File: src/rtl/sram_pkg.sv
// sram_pkg: shared definitions for the asynchronous SRAM controller.
//   state_e            - FSM state encoding (IDLE, SETUP, ACCESS, HOLD)
//   ACCESS_CYCLES_DEF  - default number of cycles with we_n/oe_n asserted
//   ADDR_W / DATA_W    - SRAM word-address and data widths
package sram_pkg;

  localparam int ACCESS_CYCLES_DEF = 2;
  localparam int ADDR_W            = 18;
  localparam int DATA_W            = 16;

  typedef enum logic [1:0] {
    ST_IDLE   = 2'd0,
    ST_SETUP  = 2'd1,
    ST_ACCESS = 2'd2,
    ST_HOLD   = 2'd3
  } state_e;

endpackage

File: src/rtl/sram_ctrl.sv
// sram_ctrl: single-port asynchronous SRAM controller.
// One transaction is IDLE -> SETUP -> ACCESS (ACCESS_CYCLES) -> HOLD -> IDLE.
// Ports:
//   clk, rst                 - clock, synchronous active-high reset
//   req_valid/req_ready      - request handshake (ready only in IDLE)
//   req_we/req_addr/req_wdata- request: 1 = write, word address, write data
//   rsp_valid/rsp_rdata      - one-cycle read completion pulse, last read data
//   sram_cs_n/we_n/oe_n      - active-low SRAM strobes (all registered)
//   sram_addr/sram_dq_out    - SRAM address and write data
//   sram_dq_oe               - data bus drive enable for the pad at the top level
//   sram_dq_in               - data bus as seen from the SRAM
module sram_ctrl
  import sram_pkg::*;
#(
  parameter int ACCESS_CYCLES = ACCESS_CYCLES_DEF
) (
  input  logic              clk,
  input  logic              rst,
  input  logic              req_valid,
  output logic              req_ready,
  input  logic              req_we,
  input  logic [ADDR_W-1:0] req_addr,
  input  logic [DATA_W-1:0] req_wdata,
  output logic              rsp_valid,
  output logic [DATA_W-1:0] rsp_rdata,
  output logic              sram_cs_n,
  output logic              sram_we_n,
  output logic              sram_oe_n,
  output logic [ADDR_W-1:0] sram_addr,
  output logic [DATA_W-1:0] sram_dq_out,
  output logic              sram_dq_oe,
  input  logic [DATA_W-1:0] sram_dq_in
);

  localparam int CNT_W = $clog2(ACCESS_CYCLES) + 1;

  state_e              state_q, state_d;
  logic [CNT_W-1:0]    cnt_q, cnt_d;
  logic                we_q, we_d;
  logic                rsp_valid_q, rsp_valid_d;
  logic [DATA_W-1:0]   rsp_rdata_q, rsp_rdata_d;
  logic                cs_n_q, cs_n_d;
  logic                we_n_q, we_n_d;
  logic                oe_n_q, oe_n_d;
  logic [ADDR_W-1:0]   addr_q, addr_d;
  logic [DATA_W-1:0]   dq_out_q, dq_out_d;
  logic                dq_oe_q, dq_oe_d;

  // Outputs for the coming state are computed here and registered, so the
  // SRAM pins never see a combinational path from the request side.
  always_comb begin
    state_d     = state_q;
    cnt_d       = cnt_q;
    we_d        = we_q;
    rsp_valid_d = 1'b0;
    rsp_rdata_d = rsp_rdata_q;
    cs_n_d      = cs_n_q;
    we_n_d      = we_n_q;
    oe_n_d      = oe_n_q;
    addr_d      = addr_q;
    dq_out_d    = dq_out_q;
    dq_oe_d     = dq_oe_q;
    case (state_q)
      ST_IDLE: begin
        if (req_valid) begin
          state_d = ST_SETUP;
          we_d    = req_we;
          cs_n_d  = 1'b0;
          addr_d  = req_addr;
          dq_oe_d = req_we;
          // Reads leave the last written data on dq_out; only the enable matters.
          if (req_we) dq_out_d = req_wdata;
        end
      end
      ST_SETUP: begin
        state_d = ST_ACCESS;
        cnt_d   = CNT_W'(ACCESS_CYCLES - 1);
        we_n_d  = ~we_q;
        oe_n_d  = we_q;
      end
      ST_ACCESS: begin
        if (cnt_q == '0) begin
          state_d = ST_HOLD;
          we_n_d  = 1'b1;
          oe_n_d  = 1'b1;
          // Capture while oe_n is still low on this edge.
          if (!we_q) begin
            rsp_rdata_d = sram_dq_in;
            rsp_valid_d = 1'b1;
          end
        end else begin
          cnt_d = cnt_q - CNT_W'(1);
        end
      end
      ST_HOLD: begin
        state_d = ST_IDLE;
        cs_n_d  = 1'b1;
        dq_oe_d = 1'b0;
      end
      default: state_d = ST_IDLE;
    endcase
  end

  always_ff @(posedge clk) begin
    if (rst) begin
      state_q     <= ST_IDLE;
      cnt_q       <= '0;
      we_q        <= 1'b0;
      rsp_valid_q <= 1'b0;
      rsp_rdata_q <= '0;
      cs_n_q      <= 1'b1;
      we_n_q      <= 1'b1;
      oe_n_q      <= 1'b1;
      addr_q      <= '0;
      dq_out_q    <= '0;
      dq_oe_q     <= 1'b0;
    end else begin
      state_q     <= state_d;
      cnt_q       <= cnt_d;
      we_q        <= we_d;
      rsp_valid_q <= rsp_valid_d;
      rsp_rdata_q <= rsp_rdata_d;
      cs_n_q      <= cs_n_d;
      we_n_q      <= we_n_d;
      oe_n_q      <= oe_n_d;
      addr_q      <= addr_d;
      dq_out_q    <= dq_out_d;
      dq_oe_q     <= dq_oe_d;
    end
  end

  assign req_ready   = (state_q == ST_IDLE);
  assign rsp_valid   = rsp_valid_q;
  assign rsp_rdata   = rsp_rdata_q;
  assign sram_cs_n   = cs_n_q;
  assign sram_we_n   = we_n_q;
  assign sram_oe_n   = oe_n_q;
  assign sram_addr   = addr_q;
  assign sram_dq_out = dq_out_q;
  assign sram_dq_oe  = dq_oe_q;

endmodule

File: config.mk
export PLATFORM = sky130hd
export DESIGN_NAME = sram_ctrl
export DESIGN_NICKNAME = d
export VERILOG_FILES = /design/src/rtl/sram_pkg.sv /design/src/rtl/sram_ctrl.sv
export SDC_FILE = /design/constraint.sdc
export NUM_CORES = 1
export LEC_CHECK = 0
export CAP_MARGIN = 40
export CORE_AREA = 2 2 79 81
export CTS_CLUSTER_DIAMETER = 100
export CTS_CLUSTER_SIZE = 14
export DETAILED_ROUTE_END_ITERATION = 6
export DIE_AREA = 0 0 81 83
export GPL_ROUTABILITY_DRIVEN = 0
export GPL_TIMING_DRIVEN = 1
export HOLD_SLACK_MARGIN = 0.05
export PLACE_DENSITY = 0.77
export SETUP_SLACK_MARGIN = 0.5
export SLEW_MARGIN = 20
export SYNTH_ARGS = -nofsm -noshare
export SYNTH_HDL_FRONTEND = slang
export SYNTH_SLANG_ARGS = --single-unit
File: constraint.sdc
create_clock -name clk -period 2 [get_ports clk]
set_input_delay 0.4 -clock clk [delete_from_list [all_inputs] [get_ports clk]]
set_output_delay 0.4 -clock clk [all_outputs]
set_load 0.01 [all_outputs]
# After elaboration in Yosys (flattened, before gate mapping)
# Index checks and enable logic that the tools add are counted.
[totals] in_bits=54 ff_bits=60 output_inout_bits=56 wordCells=46
[op_classes] n_reduce_logical=12 bitwise_logic=3 mux=13 n_addsub=1 eq_ne=6
[ops] cell="AND reduction 2 bit" count=5
[ops] cell="case mux 1 bit (2 select lines)" count=4
[ops] cell="case mux 2 bit (4 select lines)" count=1
[ops] cell="two-way mux 2 bit" count=3
[ops] cell="inequality test 2 bit (second input constant)" count=3
[ops] cell="AND reduction 3 bit" count=2
[ops] cell="== test 2 bit (second input constant)" count=2
[ops] cell="zero test 2 bit" count=2
[ops] cell="two-way mux 1 bit" count=4
[ops] cell="case mux 2 bit (2 select lines)" count=1
[ops] cell="nonzero test 2 bit" count=2
[ops] cell="inverter 1 bit" count=3
[ops] cell="OR reduction 3 bit" count=1
[ops] cell="== test 2 x 1 -> 1 bit (second input constant)" count=1
[ops] cell="subtractor 2 x 1 -> 2 bit (second input constant)" count=1

# Depth between registers and ports, before layout
# Gate-level depths: netlist of run 1.
[logic_depth] ltp_word=3 ltp_mapped=7 mapped_depth_nobuf=5

# Least setup slack after synthesis of run 1
# OpenSTA, ideal clock, no wires.
[synth_path] path_type="register to register" startpoint="register state_q[0]" endpoint="register oe_n_q (netlist: sram_oe_n)" stages_incl_launch_ff=6 t_required_ns=1.886 arrival_time_ns=1.314 setup_slack_ns=0.572 path_buffers=0 synth_period_minus_slack_ns=1.428 setup_ns=0.114 path_cell_list="dfxtp_1 -> inv_1 -> ha_1 -> mux2i_1 -> or3_1 -> a21o_1"
[synth_via] elab_chain_cells=3 elab_cells_between_ends=6 classes_between="eq/ne: 3; mux: 1; reduce/logical: 2"
[synth_rtl] element="start, declared" line="sram_ctrl.sv:37" source="state_e state_q, state_d;"
[synth_rtl] element="start signal, assigned" line="sram_ctrl.sv:118" source="state_q <= state_d;"
[synth_rtl] element="== test 2 bit or == test 2 x 1 -> 1 bit (tied branches)" line="sram_ctrl.sv:63" source="case (state_q)"
[synth_rtl] element="inequality test 2 bit (no line) or nonzero test 2 bit (tied branches)"
[synth_rtl] element="AND reduction 2 bit (no line)"
[synth_rtl] element="end signal, assigned" line="sram_ctrl.sv:125" source="oe_n_q <= oe_n_d;"
[synth_rtl] element="end, declared" line="sram_ctrl.sv:44" source="logic oe_n_q, oe_n_d;"
# Parallel ways exist; a longest one is shown, timed or not.
# A chain may end at the register's enable or synchronous reset.

# Worst setup path in the final report of run 1
[layout_path] startpoint="register state_q[1]" endpoint="output port req_ready"
[layout_via] elab_chain_cells=1
[layout_rtl] element="zero test 2 bit" line="sram_ctrl.sv:132" source="assign req_ready = (state_q == ST_IDLE);"
[layout_rtl] element="end, declared" line="sram_ctrl.sv:20" source="output logic req_ready,"
# Every way passes these cells.

==> results of run 1 <==
final cells by class:
cell class	count	area, µm²	area share
clock buffer	12	155	0.0431
clock inverter	4	47.5	0.0132
inverter	4	15.0	0.00417
multi-input combinational	199	1020	0.283
sequential	60	1200	0.334
tap	75	93.8	0.0260
timing repair buffer	115	1070	0.297
logic make-up (layout without fill, tap and decap cells):
logic type | Yosys count | count (layout)
simple gates | 125 | 125
compound gates | 64 | 64
flops | 60 | 60
buf+inv | 20 | 135
fa+ha+maj | 8 | 8
mux | 2 | 2
tightest hold or removal path: stages, from the launching register on:
cell and delay, ps:
dfxtp_1 300, nand2_1 50, a21oi_1 50
state kept, by name, summed over array words and instances, names as in the netlist:
register     count
sram_addr       18
cnt_q            2
sram_dq_out     16
rsp_rdata       16
rsp_valid        1
sram_we_n        1
sram_dq_oe       1
we_q             1
sram_oe_n        1
state_q          2
sram_cs_n        1
placed cells by master (no fill, tap or decap), types with 2 or more instances in the layout:
master,Yosys,final
nand2_1,102,102
dfxtp_1,60,58
a21oi_1,56,56
dlygate4sd2_1,0,55
clkdlybuf4s50_1,0,52
clkbuf_8,0,11
nand2b_1,9,9
ha_1,8,5
buf_4,4,5
nor2_1,3,3
inv_1,4,2
inv_2,0,2
and3_1,2,2
nand3_1,2,2
mux2i_1,2,2
a21o_1,2,2
ha_2,0,2
clkinv_2,0,2
dfxtp_2,0,2
stage by stage:
step / util / power (mW) / hold slack [ps] / std cells / setup slack [ps]
2_1_floorplan: - / 2.39 / 466 / 279 / 572
5_1_grt: 0.620 / 4.28 / 472 / 469 / 476
3_5_place_dp: 0.591 / 3.03 / 446 / 452 / 296
3_3_place_gp: 0.591 / 2.98 / 441 / 452 / 335
6_report: 0.620 / 3.99 / 450 / 469 / 533
4_1_cts: 0.618 / 4.03 / 452 / 469 / 367
power groups by stage:
stage / combinational (mW) / clock [mW] / sequential, mW
finish: 1.39 / 1.08 / 1.53
global route: 1.56 / 1.17 / 1.55
CTS: 1.39 / 1.12 / 1.53
detailed placement: 1.47 / 0 / 1.56
global placement: 1.44 / 0 / 1.55
floorplan: 0.760 / 0 / 1.63
routing by layer:
layer	vias up	wire length (µm)
li1	1128	-
met1	1029	2470
met2	73	2850
met3	10	412
met4	0	91
met5	-	0
how the worst max path moves through the flow:
stage	end	slack (ps)	depth (start not counted)
after global routing	req_ready	480	3
after floorplan	sram_oe_n	570	5
after detailed placement	req_ready	300	3
after global placement	we_q	330	4
after CTS	req_ready	370	3
final	req_ready	530	3
timing repair:
item,4_1_cts,5_1_grt
buffers inserted,1,0
resized for setup,62,5
setup endpoints to repair,73,19
gates cloned,0,0
hold endpoints to repair,0,0
==> results.md, run 1 <==
- Mux share of post-synthesis cell area: 0.00869
- Slew HR: 0.606
- Final HPWL DP: 4.07 mm
- Max stage delay on crit path: 340 ps
- Hold Violations, Final: 0
- Ys flop type: dfxtp_1
- Maximum clock rate: 682 MHz
- Peak supply drop: 683 µV
- Largest family of logic cells by synthesized area: simple AND/OR/NAND/NOR gates
- Unique masters post-synth: 29
- DIE AREA: 6720 µm²
- Chip height: 83 µm
- Logic gate share of total power: 0.347
- Post-synthesis sequential area ratio: 0.521
- Post-synthesis register bit count: 60
- Psw: ~1.3 mW
- Synth warnings: 0
- Fin. max-slew vios: 0
- ANT nets after route: 0
- Drt wl/cell: 12.4 µm
- Clk_skew: approximately 6.0 ps
- Fraction of the mapped netlist area in compound gates: 0.149
- Later-pin clock latency in the skew report: 320 ps
- Hold Buf Count CTS: 0
- Min-Delay Endpoint: rsp_rdata[4]
- Area Overhead vs Synth: 56.4%
- Vias per cell: 4.78
- CTS tree: yes
- M2 GR Usage: 0.301
- Crit-path leading delay family: flip-flops
- Setup crit end kind: primary output
- Root Driver: clkbuf_8
- R2R Path End: sram_oe_n
- Std cell rows: 28
- Xor-xnor portion of the synthesized cell area: 0
- RSZ-0062 raised after global routing: yes
- Worst EP arrival: around 1100 ps
- Reg2reg start: state_q[0]
- Minimum clock period: 1470 ps
- Hold_sp: rsp_rdata[4]
- Register share of total power: 0.382
- Initial antenna violation count: 0
- DRC violations left: 0
- Post-synth top area share: 0.521
- Routing usage on met3: 0.0522
- Total grt overflow: 0
- CP bufs+invs: 2
- Most instantiated library cell after synthesis: nand2_1
- Post-Synthesis Net Count: 341
- Worst-path cell chain: inv_2 -> ha_4 -> clkbuf_2
- Synth area leader: dfxtp_1
- Setup crit start: state_q[1]
- Final number of setup-violating endpoints: 0
- Antenna Cells: 0
- Mapped Area: 2300 µm²
- Setup TNS: 0 ps
- Worst Reg-to-Reg Cells: 5
- Routed WL: 5.82 mm
- Clock network power share: 0.270
- All-layer global routing usage: 0.177
- GRT met1 Usage: 0.201
- Switching Fraction: 0.325
- Die X: 81 µm
- Initial DRC Count: 60
- Drt pass-1 iters: 4
- Post-layout nets: 451
- P_int: between 2 and 3 mW
- PwrDens: 1110 nW/µm²
- EDFF count, synth: 0
- Fillers: 561
- Clock Sink Count: 60
- Top post-synthesis cells by area: dfxtp_1 52%, nand2_1 17%, a21oi_1 12%
- Worst EP required: 1600 ps
- Core area: just under 6000 µm²
- Post-synth top cells: 102 x nand2_1, 60 x dfxtp_1, 56 x a21oi_1, 9 x nand2b_1, 8 x ha_1
- Placed inst area: between 3000 and 4000 µm²
- Syn Inst Count: 279
- FF-to-FF setup slack: 620 ps
- WS Path Type: reg2out
- Post-synthesis adder-cell area fraction: 0.0435
- Crit path max fanout: 6
- Synth Area in Simple Gates: 0.229
- Worst slew pin tran: 591 ps
- Vias: approximately 2200
- Synth async-reset ratio: 0
- Layer with the highest usage: met2
- LEAKAGE: 1.57 nW
- Crit share post-route: 0.733
- Setup crit start kind: flop
- Ratio of cells with drive above 1 in the final layout: 0.0838
- Mean Syn Cell Area: just over 8 µm²
- H-tree depth: 3
- Post-route cell area: 3600 µm²
- HP Class: reg2reg
- Max-cap violations: 0
- CTS Buf Count: 9
- Vias in the first global route: 2152
- Slowest CP cell: dfxtp_2
- Io pins: between 100 and 150
- Outcome: finished clean
- IO Port Bufs: 109
- Clock-pin slew on the worst setup and hold paths: 60 ps
- Hold Path Cell Cnt: 2
- Initial Util: 0.396
- Pin count of the biggest net entering global routing: 32
- First-pass GRT wire length: 9.49 mm
- CTS Buffer Depth: 2
(Power assumes the default switching activity.)
==> inputs of run 2 (changes only) <==
==> constraint.sdc (replaced) <==
create_clock -name clk -period 1.4 [get_ports clk]
set_input_delay 0.28 -clock clk [delete_from_list [all_inputs] [get_ports clk]]
set_output_delay 0.28 -clock clk [all_outputs]
set_load 0.01 [all_outputs]
==> run 2 against run 1 <==
The flow now finishes with violations (negative setup slack); core utilization up 17 points; largest cell class is now buffers; register-to-register slack worse by 620 ps; global-route usage up 3.8 points; die area unchanged; sequential share of layout area fell by 5.7 points; count of clock-buffer cells in the layout increased by 1; total power rose by 99%; critical path depth increased by 4; wire length grew 36%; sequential cell count is the same; first-iteration DRC count grew 25%.
==> results.md, run 2 (synthesized netlist as in run 1, its figures left out) <==
- Placed inst area: 3590 µm² (+4.4%)
- Worst EP required: 1650 ps (+50 ps)
- CTS Buf Count: 9 (unchanged)
- Max-cap violations: 0 (unchanged)
- Initial antenna violation count: 0 (unchanged)
- CP bufs+invs: 3 (+1)
- Placed cells: 462 (+2.2%)
- H-tree depth: 3 (unchanged)
- Final number of setup-violating endpoints: 1 (+1)
- HP Class: in2reg
- Crit share post-route: 1.00
- Cell Count, Final, Fillers Out: 497 (+6.0%)
- Area Overhead vs Synth: 100%
- RSZ-0062 raised after global routing: yes
- Io pins: 110 (unchanged)
- Worst EP arrival: 1660 ps (+590 ps)
- Max reg flops: 18 (unchanged)
- CTS tree: yes
- Post-route setup slack: -2.56 ps (-536 ps)
- Initial Util: 0.396 (unchanged)
- Worst slew pin tran: 517 ps (-73.4 ps)
- Ratio of cells with drive above 1 in the final layout: 0.581 (+0.497)
- Setup crit start kind: flop
- Chip height: 83 µm (unchanged)
- PwrDens: 1720 nW/µm² (+55%)
- First-pass GRT wire length: 11.1 mm (+17%)
- Peak supply drop: 1200 µV (+76%)
- Max stage delay on crit path: 370 ps (+30 ps)
- Core area: 5820 µm² (unchanged)
- DRC violations left: 0 (unchanged)
- Commonest non-fill, non-tap cell in the layout: nand2_1
- Routed WL: 7.92 mm (+36%)
- Die X: 81 µm (unchanged)
- Crit path max fanout: 8 (+2)
- CTS Buffer Depth: 2 (unchanged)
- Hold Buf Count CTS: 0 (unchanged)
- Vias: 2467 (+10%)
- Hold Violations, Final: 0 (unchanged)
- DIE AREA: 6720 µm² (unchanged)
- Drt pass-1 iters: 4 (unchanged)
- Total grt overflow: 0 (unchanged)
- Later-pin clock latency in the skew report: 330 ps (about the same)
- All-layer global routing usage: 0.215 (+0.0384)
- Final core occ: 0.794 (+0.174)
- Clock Sink Count: 60 (unchanged)
- Vias in the first global route: 2346 (+9.0%)
- ANT nets after route: 0 (unchanged)
- Root Driver: clkbuf_8
- Maximum clock rate: a little over 700 MHz
- Worst-path cell chain: inv_6 -> buf_6 -> ha_4 -> and3_4 -> clkbuf_16 -> nand2_1 -> a21oi_1
- Pin count of the biggest net entering global routing: 30 (-6.3%)
- Failing checks: negative setup slack
- Antenna Cells: 0 (unchanged)
- Initial DRC Count: 75 (+25%)
- Drt wl/cell: 15.9 µm (+28%)
- IO Port Bufs: 109 (unchanged)
- Slowest CP cell: dfxtp_4
- Setup crit end kind: flop
- Crit-path leading delay family: flip-flops
- Outcome: finished with violations
- Minimum clock period: 1400 ps
- Most frequent cells in the layout: 76 x nand2_1, 63 x buf_6, 55 x dfxtp_2
- Fin. max-slew vios: 0 (unchanged)
- LEAKAGE: 1.87 nW (+19%)
- Vias per cell: 4.96 (+3.9%)
- WS Path Type: reg2reg
- Post-route cell area: 4620 µm² (+28%)
- Post-layout nets: 479 (+6.2%)
- Worst slack, placed: -117 ps (-414 ps)
- Std cell rows: 28 (unchanged)
- Final HPWL DP: 4.30 mm (+5.8%)
- Clock-pin slew on the worst setup and hold paths: 70 ps (about the same)
- Clk_skew: 5.39 ps (-0.614 ps)
- Slew HR: 0.655 (+0.0490)
- Setup TNS: -2.56 ps (-2.56 ps)
==> run 2: area by class of cell <==
class,count,area [µm²]
fill,366,1200
clock inverter,3,65.1
inverter,4,22.5
tap,75,93.8
sequential,60,1280
multi-input combinational,200,1390
timing repair buffer,142,1590
clock buffer,13,180
==> run 2: path summary, 6_finish.rpt <==
| path | cells past startpoint | startpoint | to | slack, ps |
|---|---|---|---|---|
| setup reg to reg | 7 | state_q[1] | sram_dq_out[4] | -3 |
| hold reg to reg | 2 | sram_addr[12] | sram_addr[12] | 460 |
| hold / removal | 2 | rst | we_q | 400 |
| setup / recovery | 7 | state_q[1] | sram_dq_out[4] | -3 |
==> run 2: repair_timing <==
item | 4_1_cts | 5_1_grt
pin swaps | 5 | 30
hold endpoints to repair | 0 | 0
resized for setup | 373 | 69
cloned | 4 | 4
setup buffers | 6 | 5
setup endpoints to repair | 116 | 116
==> run 2: per-stage QoR <==
| stage | power, mW | hold slack [ps] |
|---|---|---|
| after floorplan | 3.50 | 416 |
| after global placement | 4.60 | 439 |
| after detailed placement | 4.67 | 443 |
| after CTS | 7.36 | 362 |
| after global routing | 8.36 | 417 |
| final | 7.93 | 402 |
==> run 2: per-layer routing <==
metal / vias up / GRT usage / wire (µm) / share of wire
met3: 13 / 0.0663 / 451 / 0.057
met2: 77 / 0.352 / 4050 / 0.51
met4: 0 / 0.0724 / 105 / 0.013
li1: 1196 / - / - / -
met5: - / 0 / 0 / 0
met1: 1181 / 0.266 / 3320 / 0.42
==> run 2: power breakdown <==
| part | internal (mW) | total [mW] | switching (mW) |
|---|---|---|---|
| clock network | 1.21 | 1.88 | 0.670 |
| registers | 2.09 | 2.35 | 0.255 |
| logic | 2.04 | 3.71 | 1.67 |
| total | 5.33 | 7.93 | 2.59 |
==> inputs of run 3 (changes only) <==
--- a/config.mk
+++ b/config.mk
@@ -6,15 +6,15 @@
 export NUM_CORES = 1
 export LEC_CHECK = 0
 export CAP_MARGIN = 40
-export CORE_AREA = 2 2 79 81
+export CORE_AREA = 2 2 64 111
 export CTS_CLUSTER_DIAMETER = 100
 export CTS_CLUSTER_SIZE = 14
 export DETAILED_ROUTE_END_ITERATION = 6
-export DIE_AREA = 0 0 81 83
+export DIE_AREA = 0 0 66 113
 export GPL_ROUTABILITY_DRIVEN = 0
 export GPL_TIMING_DRIVEN = 1
 export HOLD_SLACK_MARGIN = 0.05
-export PLACE_DENSITY = 0.77
+export PLACE_DENSITY = 0.72
 export SETUP_SLACK_MARGIN = 0.5
 export SLEW_MARGIN = 20
 export SYNTH_ARGS = -nofsm -noshare
==> constraint.sdc (replaced) <==
create_clock -name clk -period 1.2 [get_ports clk]
set_input_delay 0.24 -clock clk [delete_from_list [all_inputs] [get_ports clk]]
set_output_delay 0.24 -clock clk [all_outputs]
set_load 0.01 [all_outputs]
==> run 3 against run 2 <==
The flow still finishes with violations (negative setup slack); clock power grew 19%; total power grew 7.8%; setup slack got worse by 180 ps; register-to-register slack got worse by 180 ps; die area up 11%; wire length fell by 12%; critical endpoint is now sram_oe_n.
==> results.md, run 3 (synthesized netlist as in run 1, its figures left out) <==
- Layer with the highest usage: met2
- Crit path max fanout: 3 (-5)
- Max-cap violations: 0 (unchanged)
- M2 GR Usage: 0.349 (-0.00279)
- Cell Count, Final, Fillers Out: 494 (-0.60%)
- Crit share post-route: 1.15 (+0.147)
- Setup crit start kind: flop
- IO Port Bufs: 109 (unchanged)
- Peak supply drop: 1090 µV (-9.1%)
- Hold Buf Count CTS: 0 (unchanged)
- CTS tree: yes
- Setup TNS: -4680 ps (-4680 ps)
- Post-layout nets: 470 (-1.9%)
- Drt wl/cell: 14.1 µm (-11%)
- First-pass GRT wire length: 10.7 mm (-3.8%)
- Reg2reg start: state_q[1]
- Final total power: 8.55 mW (+7.8%)
- Outcome: finished with violations
- Multi-input gate area: 1190 µm² (-15%)
- Clock-pin slew on the worst setup and hold paths: 50 ps (-20 ps)
- Pin count of the biggest net entering global routing: 40 (+33%)
- Later-pin clock latency in the skew report: 330 ps (about the same)
- Placed cells: 472 (+2.2%)
- Post-route cell area: 4280 µm² (-7.4%)
- Antenna Cells: 0 (unchanged)
- Worst slack, placed: -266 ps (-149 ps)
- Total grt overflow: 0 (unchanged)
- Vias per cell: 4.72 (-4.8%)
- Initial antenna violation count: 0 (unchanged)
- Std cell rows: 39 (+39%)
- Clock network power share: 0.261 (+0.024)
- WS Path Type: reg2reg
- Vias in the first global route: 2283 (-2.7%)
- Routing usage on met3: 0.0398 (-0.0265)
- Chip height: 113 µm (+36%)
- Vias: 2334 (-5.4%)
- Placed inst area: 3650 µm² (+1.6%)
- Final number of setup-violating endpoints: 58 (+57)
- Drt pass-1 iters: 4 (unchanged)
- Ratio of cells with drive above 1 in the final layout: 0.476 (-0.105)
- Area Overhead vs Synth: 85.7%
- Max reg flops: 18 (unchanged)
- Sequential Area: 1270 µm² (-0.20%)
- Worst slew pin tran: 288 ps (-229 ps)
- Hold Violations, Final: 0 (unchanged)
- Clock Sink Count: 60 (unchanged)
- LEAKAGE: 1.69 nW (-9.6%)
- HP Class: in2reg
- H-tree depth: 3 (unchanged)
- Minimum clock period: 1380 ps (-24.2 ps)
- Fin. max-slew vios: 0 (unchanged)
- PwrDens: 2000 nW/µm² (+16%)
- Core area: 6540 µm² (+12%)
- Clk_skew: 5.94 ps (+0.547 ps)
- Worst EP required: 1420 ps (-230 ps)
- Failing checks: negative setup slack
- Final HPWL DP: 4.60 mm (+6.8%)
- DIE AREA: 7460 µm² (+11%)
- Psw: 2.74 mW (+5.6%)
- Logic gate share of total power: 0.422 (-0.045)
- DRC violations left: 0 (unchanged)
- Initial Util: 0.352 (-0.0438)
- P_int: 5.81 mW (+8.8%)
- CTS Buf Count: 9 (unchanged)
- Post-route setup slack: -178 ps (-176 ps)
- Maximum clock rate: 725 MHz (+1.8%)
- ANT nets after route: 0 (unchanged)
- CTS Buffer Depth: 2 (unchanged)
- Commonest non-fill, non-tap cell in the layout: nand2_1
- RSZ-0062 raised after global routing: yes
- GRT met1 Usage: 0.193 (-0.0739)
- Worst EP arrival: 1590 ps (-70 ps)
- Register share of total power: 0.317 (+0.021)
- Switching Fraction: 0.321 (-0.00665)
- Routed WL: 6.98 mm (-12%)
- Setup crit end kind: flop
- Root Driver: clkbuf_16
- All-layer global routing usage: 0.189 (-0.0263)
- Slew HR: 0.807 (+0.152)
- Setup crit start: state_q[1]
- Fillers: 573 (+57%)
- Most frequent cells in the layout: 101 x nand2_1, 58 x buf_6, 56 x dfxtp_2
- Die X: 66 µm (-19%)
- Io pins: 110 (unchanged)
- Hold_sp: rst
- Initial DRC Count: 119 (+59%)
## run 3: cell types whose count changed in the layout (fill, tap and decap cells not counted), sizes merged
cell,before,now
buf,87,81
bufinv,2,0
clkbuf,16,11
clkdlybuf4s50,51,52
clkinv,1,3
clkinvlp,0,1
dlymetal6s2s,1,0
inv,4,5
nand3b,2,1
## run 3: routing by layer
| layer | wire length [µm] | up-vias |
|---|---|---|
| met5 | 0 | - |
| li1 | - | 1166 |
| met1 | 2540 | 1072 |
| met4 | 182 | 0 |
| met3 | 374 | 14 |
| met2 | 3890 | 82 |
## run 3: through the flow
step | utilization | hold WS (ps)
floorplan | - | 376
global placement | 0.558 | 441
detailed placement | 0.558 | 446
CTS | 0.633 | 269
global route | 0.654 | 305
finish | 0.654 | 278
## run 3: worst paths after layout
kind                          to  slack [ps]  cells after the start
setup reg to reg       sram_oe_n        -180                      5
hold / removal        state_q[1]         280                      2
setup / recovery       sram_oe_n        -180                      5
hold reg to reg   sram_dq_out[8]         460                      2
## run 3: final cells by class
cell class / count / area share
Timing Repair Buffer: 134 / 0.336
Sequential cell: 60 / 0.298
Multi-Input combinational cell: 199 / 0.277
Clock buffer: 10 / 0.0535
Tap cell: 82 / 0.0240
Clock inverter: 5 / 0.00673
Inverter: 4 / 0.00409
## run 3: repair_timing
item | in CTS | in global routing
pin swaps | 3 | 1
gates cloned | 0 | 1
buffers inserted | 3 | 3
endpoints found under the setup margin | 116 | 116
endpoints found under the hold margin | 0 | 0
resized for setup | 348 | 25
## run 3: power by group through the flow
stage | Combinational [mW] | Sequential, mW | Clock [mW]
after global placement | 2.96 | 2.61 | 0
after CTS | 3.37 | 2.69 | 2.27
after global routing | 3.93 | 2.75 | 2.33
after floorplan | 1.35 | 2.75 | 0
after detailed placement | 3.02 | 2.63 | 0
final | 3.61 | 2.71 | 2.23
## run 3: worst max-delay path, cell delays in order, from the launching register on
cell,delay (ps)
dfxtp_4,340
buf_6,130
ha_4,160
mux2i_2,150
or3_1,310
a21o_1,180
